$ cat src/rtl/adder_result_stage.sv
// Registered result stage for an adder: output register plus one skid entry, NZCV flag capture.
// Optional sticky overflow flag and saturating overflow counter when ADDER_STICKY_OVF_EN is defined.
module adder_result_stage #(
    parameter int size = 32
) (
    input  logic            CLK,
    input  logic            RST_N,
    input  logic            IN_VALID,
    output logic            IN_READY,
    input  logic [size-1:0] SUM,
    input  logic            COUT,
    input  logic            OVF,
    output logic            OUT_VALID,
    input  logic            OUT_READY,
    output logic [size-1:0] RESULT,
    output logic [3:0]      FLAGS
`ifdef ADDER_STICKY_OVF_EN
    ,
    input  logic            CLR_STICKY,
    output logic            STICKY_V,
    output logic [7:0]      OVF_COUNT
`endif
);

    // Handshakes: a transfer happens on a rising edge where valid and ready are both 1.
    logic            skid_valid;
    logic [size-1:0] skid_sum;
    logic [3:0]      skid_flags;
    logic [3:0]      in_flags;
    logic            accept;
    logic            xfer;
    logic            out_free;

    assign in_flags = {SUM[size-1], (SUM == '0), COUT, OVF};
    assign IN_READY = ~skid_valid;
    assign accept   = IN_VALID & IN_READY;
    assign xfer     = OUT_VALID & OUT_READY;
    assign out_free = ~OUT_VALID | OUT_READY;

    always_ff @(posedge CLK or negedge RST_N) begin
        if (!RST_N) begin
            OUT_VALID  <= 1'b0;
            RESULT     <= '0;
            FLAGS      <= 4'b0000;
            skid_valid <= 1'b0;
            skid_sum   <= '0;
            skid_flags <= 4'b0000;
        end else if (out_free) begin
            // The skid can only be occupied while the output register is full,
            // so draining it always has priority over a new input.
            if (skid_valid) begin
                RESULT     <= skid_sum;
                FLAGS      <= skid_flags;
                OUT_VALID  <= 1'b1;
                skid_valid <= 1'b0;
            end else if (accept) begin
                RESULT    <= SUM;
                FLAGS     <= in_flags;
                OUT_VALID <= 1'b1;
            end else begin
                OUT_VALID <= 1'b0;
            end
        end else if (accept) begin
            skid_sum   <= SUM;
            skid_flags <= in_flags;
            skid_valid <= 1'b1;
        end
    end

`ifdef ADDER_STICKY_OVF_EN
    logic [7:0] count_base;
    logic [7:0] count_next;
    logic       sticky_next;

    // Clear first, then count, so a clear coinciding with an overflow transfer leaves 1.
    always_comb begin
        count_base  = CLR_STICKY ? 8'd0 : OVF_COUNT;
        sticky_next = CLR_STICKY ? 1'b0 : STICKY_V;
        count_next  = count_base;
        if (xfer && FLAGS[0]) begin
            sticky_next = 1'b1;
            if (count_base != 8'hFF) begin
                count_next = count_base + 8'd1;
            end
        end
    end

    always_ff @(posedge CLK or negedge RST_N) begin
        if (!RST_N) begin
            STICKY_V  <= 1'b0;
            OVF_COUNT <= 8'd0;
        end else begin
            STICKY_V  <= sticky_next;
            OVF_COUNT <= count_next;
        end
    end
`endif

endmodule

$ cat config.mk
export PLATFORM = sky130hd
export DESIGN_NAME = adder_result_stage
export DESIGN_NICKNAME = d
export VERILOG_FILES = /design/src/rtl/adder_result_stage.sv
export SDC_FILE = /design/constraint.sdc
export NUM_CORES = 1
export LEC_CHECK = 0
export ABC_AREA = 1
export BUFFER_PORTS_ARGS = -buffer_cell sky130_fd_sc_hd__clkbuf_2
export CAP_MARGIN = 20
export CORE_ASPECT_RATIO = 1.75
export CORE_MARGIN = 2
export CORE_UTILIZATION = 40
export DETAILED_ROUTE_END_ITERATION = 8
export HOLD_SLACK_MARGIN = 0.02
export MAX_ROUTING_LAYER = met4
export SYNTH_ARGS = -nofsm -noshare
export SYNTH_HDL_FRONTEND = slang
export SYNTH_SLANG_ARGS = --single-unit
$ cat constraint.sdc
create_clock -name CLK -period 1.6 [get_ports CLK]
set_input_delay 0.16 -clock CLK [delete_from_list [all_inputs] [get_ports CLK]]
set_output_delay 0.16 -clock CLK [all_outputs]
set_load 0.1 [all_outputs]
### After elaboration in Yosys (flattened, before gate mapping)

Index checks and enable logic that the tools add are counted.

* add/subtract/negate cells: 0
* magnitude comparators: 0
* multipliers: 0
* reductions and logical operators: 5
* muxes and demuxes: 8
* equality and inequality tests: 0
* shift operators: 0
* bitwise logic cells: 5
* div/mod/pow operators: 0

Operator list (number)
* 2-to-1 mux 32 bit: 2
* zero test 32 bit: 1
* 2-to-1 mux 4 bit: 2
* 2-to-1 mux 1 bit: 4
* AND reduction 2 bit: 2
* nonzero test 2 bit: 2
* inverter 1 bit: 3
* AND 1 bit: 1
* OR 1 bit: 1

* bits in registers: 74
* RAM bits: 0
* ROM bits: 0
* output and inout bits: 38
* input port bits: 38
* bits in latches: 0
* logic and storage cells: 24
* memories: 0

### Longest topological paths before layout

* word-level depth: 4
* depth in mapped cells: 8
* depth with buffers taken out: 7

### Least setup slack after synthesis

No wires, ideal clock.

* path kind: reg-to-reg
* from: register OUT_VALID
* to: register skid_flags[1]
* slack: -0.252 ns
* required time: 1.535 ns
* library setup time: 0.065 ns
* arrival time: 1.787 ns
* period minus slack after synthesis: 1.852 ns
* buffers on the path: 1
* cell stages (with the launch flop): 8
* cell sequence: dfrtp_1 -> inv_1 -> nor2_4 -> nand3_4 -> inv_2 -> buf_4 -> nand2_1 -> nand2_1

* longest elaborated chain between the ends: 4

Ends and longest elaborated chain
* start, declared: line 13 `output logic OUT_VALID,`
* start signal, assigned: line 42 `OUT_VALID <= 1'b0;`
* start signal, assigned: line 54 `OUT_VALID <= 1'b1;`
* start signal, assigned: line 59 `OUT_VALID <= 1'b1;`
* inverter 1 bit: line 38 `assign out_free = ~OUT_VALID | OUT_READY;`
* OR 1 bit: line 38
* inverter 1 bit (no source line)
* AND reduction 2 bit (no source line)
* end signal, assigned: line 65 `skid_flags <= in_flags;`
* end, declared: line 28 `logic [3:0] skid_flags;`

Every way passes these cells.
A chain may end at the register's enable or synchronous reset.

### Worst setup path in the final report

* from: register skid_valid
* to: output port IN_READY

* longest elaborated chain between the ends: 1

Ends and longest elaborated chain
* start, declared: line 26 `logic skid_valid;`
* start signal, assigned: line 45 `skid_valid <= 1'b0;`
* start signal, assigned: line 55 `skid_valid <= 1'b0;`
* start signal, assigned: line 66 `skid_valid <= 1'b1;`
* inverter 1 bit: line 35 `assign IN_READY = ~skid_valid;`
* end, declared: line 9 `output logic IN_READY,`

Every way passes these cells.

==> metrics.md <==
| Metric | Value |
|---|---|
| Status | `complete, no violations` |
| Unrepaired setup endpoints after global routing | `no` |
| DRT Pass-1 Iters | `5` |
| Syn nets | `418` |
| Pwr dens | `~1600 nW/um^2` |
| Initial drt markers | `141` |
| Antenna violations before repair | `0` |
| Fmax | `675.9 MHz` |
| Buf+Inv Stages, Crit Path | `3` |
| Largest family of logic cells by synthesized area | `simple AND/OR/NAND/NOR gates` |
| TritonCTS buffer count | `9` |
| Critical path peak fanout | `17` |
| # port buffers | `75` |
| First-pass GRT wire length | `12.21 mm` |
| Skew-Pair Late Insertion Delay | `0.33 ns` |
| Setup bufs post-CTS | `0` |
| Top-area cell type share of the netlist area | `0.5696` |
| Syn_area_per_cell | `8.324 um^2` |
| Setup tns final | `0 ns` |
| Setup Slack @ Placement | `0.2545 ns` |
| Compound-cell area share of the yosys netlist | `0.07634` |
| Worst-Margin Slew | `0.5609 ns` |
| Async set-reset flop share out of synthesis | `1.000` |
| Longest Clk Path Bufs | `2` |
| Clock sink count | `72` |
| Min-Delay Path Class | `input port to flop` |
| Top-count cell post-synth | `nand2_1` |
| Number of remaining DRC errors | `0` |
| Die W | `between 70 and 80 um` |
| Max-Cap Viols | `0` |
| CTS tree | `done` |
| Adder and majority gate portion of the synthesized area | `0` |
| GRT Residual Overflow | `0` |
| Routed WL per cell | `13.60 um` |
| Largest net degree at the start of global routing | `48` |
| Vias in the first global route | `2518` |
| Area contributors post-synth | `dfrtp_1, nand2_1, a31oi_1` |
| Clock root cell | `clkbuf_16` |
| Crit path cell chain | `inv_2 > buf_6 > buf_12` |
| CP Data Required Time | `between 1 and 1.5 ns` |
| Multiplexer share of the synthesized area | `0` |
| Layout cell share with drive strength beyond 1 | `0.2331` |
| Die Y-Extent | `121.6 um` |
| Commonest register cell after synthesis | `dfrtp_1` |
| Total GRT Usage | `0.1905` |
| Final Cycle Share | `0.9248` |
| Setup crit end kind | `primary output` |
| Distinct cells, synth | `16` |
| Slew headroom | `0.6277` |
| Final hold violation count | `0` |
| CP Class | `flop to primary output` |
| Synth Cell Area | `about 3200 um^2` |
| # diodes | `0` |
| HPWL after DPL | `between 5 and 6 mm` |
| Slew Limit Fails | `0` |
| YS warnings | `0` |
| Most frequent cells after synthesis | `nand2_1, dfrtp_1, nor2_1, a31oi_1` |
| Min Tclk post-route | `1.480 ns` |
| Leading area contributor after synthesis | `dfrtp_1` |
| Post-synthesis register bit count | `72` |
| Largest delay contributor family on the critical path | `buffers and inverters` |
| Layout net count | `495` |
| Post-synthesis xor/xnor area fraction | `0` |
| Count of final setup violators | `0` |
| Startpoint types | `flop` |
| Leak pwr | `2.013 nW` |
| Post-synth EDFFs | `0` |
| Worst EP arrival | `1.32 ns` |
| Simple-gate area share of the yosys netlist | `0.3022` |
| CP max stage delay | `0.46 ns` |
| Die Footprint | `8663 um^2` |
| Skew final | `a little under 0.004 ns` |
| Via count | `2641` |
| Gp weighted congestion | `around 0.77` |
| CP max-delay cell | `dfrtp_1` |
| FP Rows | `42` |
| Vias per cell | `4.828` |
| Initial Utilization | `0.4151` |
| Antenna-violating nets left | `0` |
| Peak VDD IR | `approximately 0.74 mV` |
| Clock transition at the registers of the reported paths | `0.05 ns` |
| Syn-to-layout area delta | `24.21%` |
| Sequential element share of the synthesized area | `0.5696` |
| H-tree depth | `3` |
| Cells after Synth | `380` |
| Setup ws final | `approximately 0.12 ns` |
| Core Footprint | `7620 um^2` |
| Final WL | `about 7.4 mm` |
| # IOs | `76` |
==> path summary, 6_finish.rpt <==
kind	from	to	slack (ns)	cells after the start
min reg2reg	skid_sum[24]$_DFFE_PN0P_	skid_sum[24]$_DFFE_PN0P_	0.48	2
max in group asynchronous	RST_N	FLAGS[1]$_DFFE_PN0P_	0.74	3
max	skid_valid$_DFFE_PN0P_	IN_READY	0.12	3
min	OVF	skid_flags[0]$_DFFE_PN0P_	0.05	3
max reg2reg	skid_valid$_DFFE_PN0P_	RESULT[11]$_DFFE_PN0P_	0.27	5
min in group asynchronous	RST_N	RESULT[10]$_DFFE_PN0P_	0.29	2
==> registers in the layout (all words and copies together), names as in the netlist <==
signal / count
skid_valid: 1
skid_sum: 32
RESULT: 32
FLAGS: 3
OUT_VALID: 1
skid_flags: 3
==> cell families (layout without fill, tap and decap cells) <==
logic type	count (synthesis)	in the layout
simple gates	240	240
buf+inv	29	108
flops	72	72
compound gates	39	39
==> where the power goes <==
group	switching, W	total, W	internal, W
combinational	0.00185	0.00226	0.000412
sequential	0.000195	0.00237	0.00218
clock	0.000687	0.00179	0.00110
total	0.00273	0.00642	0.00369
==> layout by cell type, fill, tap and decap left out, drive strengths merged <==
master / count
buf: 13
clkbuf: 85
a31oi: 34
o21ai: 4
a21oi: 1
nand2: 180
inv: 8
clkinv: 1
dfrtp: 72
nor2: 58
nand3: 2
dlygate4sd3: 1
==> layer usage <==
layer | GRT usage | up-vias | wire length (um)
met1 | 0.2202 | 1208 | 3011
met5 | - | - | 0
met3 | 0.04384 | 11 | 343
met2 | 0.3142 | 76 | 3977
li1 | - | 1346 | -
met4 | 0.08255 | 0 | 107
==> worst min-delay path, cell delays in order <==
cell      delay [ns]
clkbuf_2        0.09
nand2_1         0.05
nand2_1         0.04
==> through the flow <==
| stage | cells | hold slack [ns] | util | instance area, um^2 | total power, W |
|---|---|---|---|---|---|
| CTS | 547 | 0.04343 | 0.5151 | 3925 | 0.006482 |
| detailed placement | 533 | 0.09636 | 0.4795 | 3654 | 0.004671 |
| global placement | 533 | 0.09856 | 0.4795 | 3654 | 0.004646 |
| finish | 547 | 0.05192 | 0.5156 | 3929 | 0.006421 |
| global route | 547 | 0.04807 | 0.5156 | 3929 | 0.006724 |
| floorplan | 380 | -0.1356 | - | 3164 | 0.004208 |
==> area by class of cell <==
| class | instances | area [um^2] |
|---|---|---|
| Multi-Input combinational cell | 279 | 1197 |
| Clock inverter | 1 | 5.005 |
| Timing Repair Buffer | 87 | 526.8 |
| Tap cell | 88 | 110.1 |
| Inverter | 8 | 30.03 |
| Fill cell | 727 | 3691 |
| Sequential cell | 72 | 1803 |
| Clock buffer | 12 | 256.5 |
==> what timing repair did <==
action | in CTS | in global routing
resized for setup | 0 | 1
hold endpoints to repair | 25 | 0
hold buffers | 1 | 0
setup endpoints to repair | 0 | 1
Note: power is estimated with default switching activity, not from simulation.
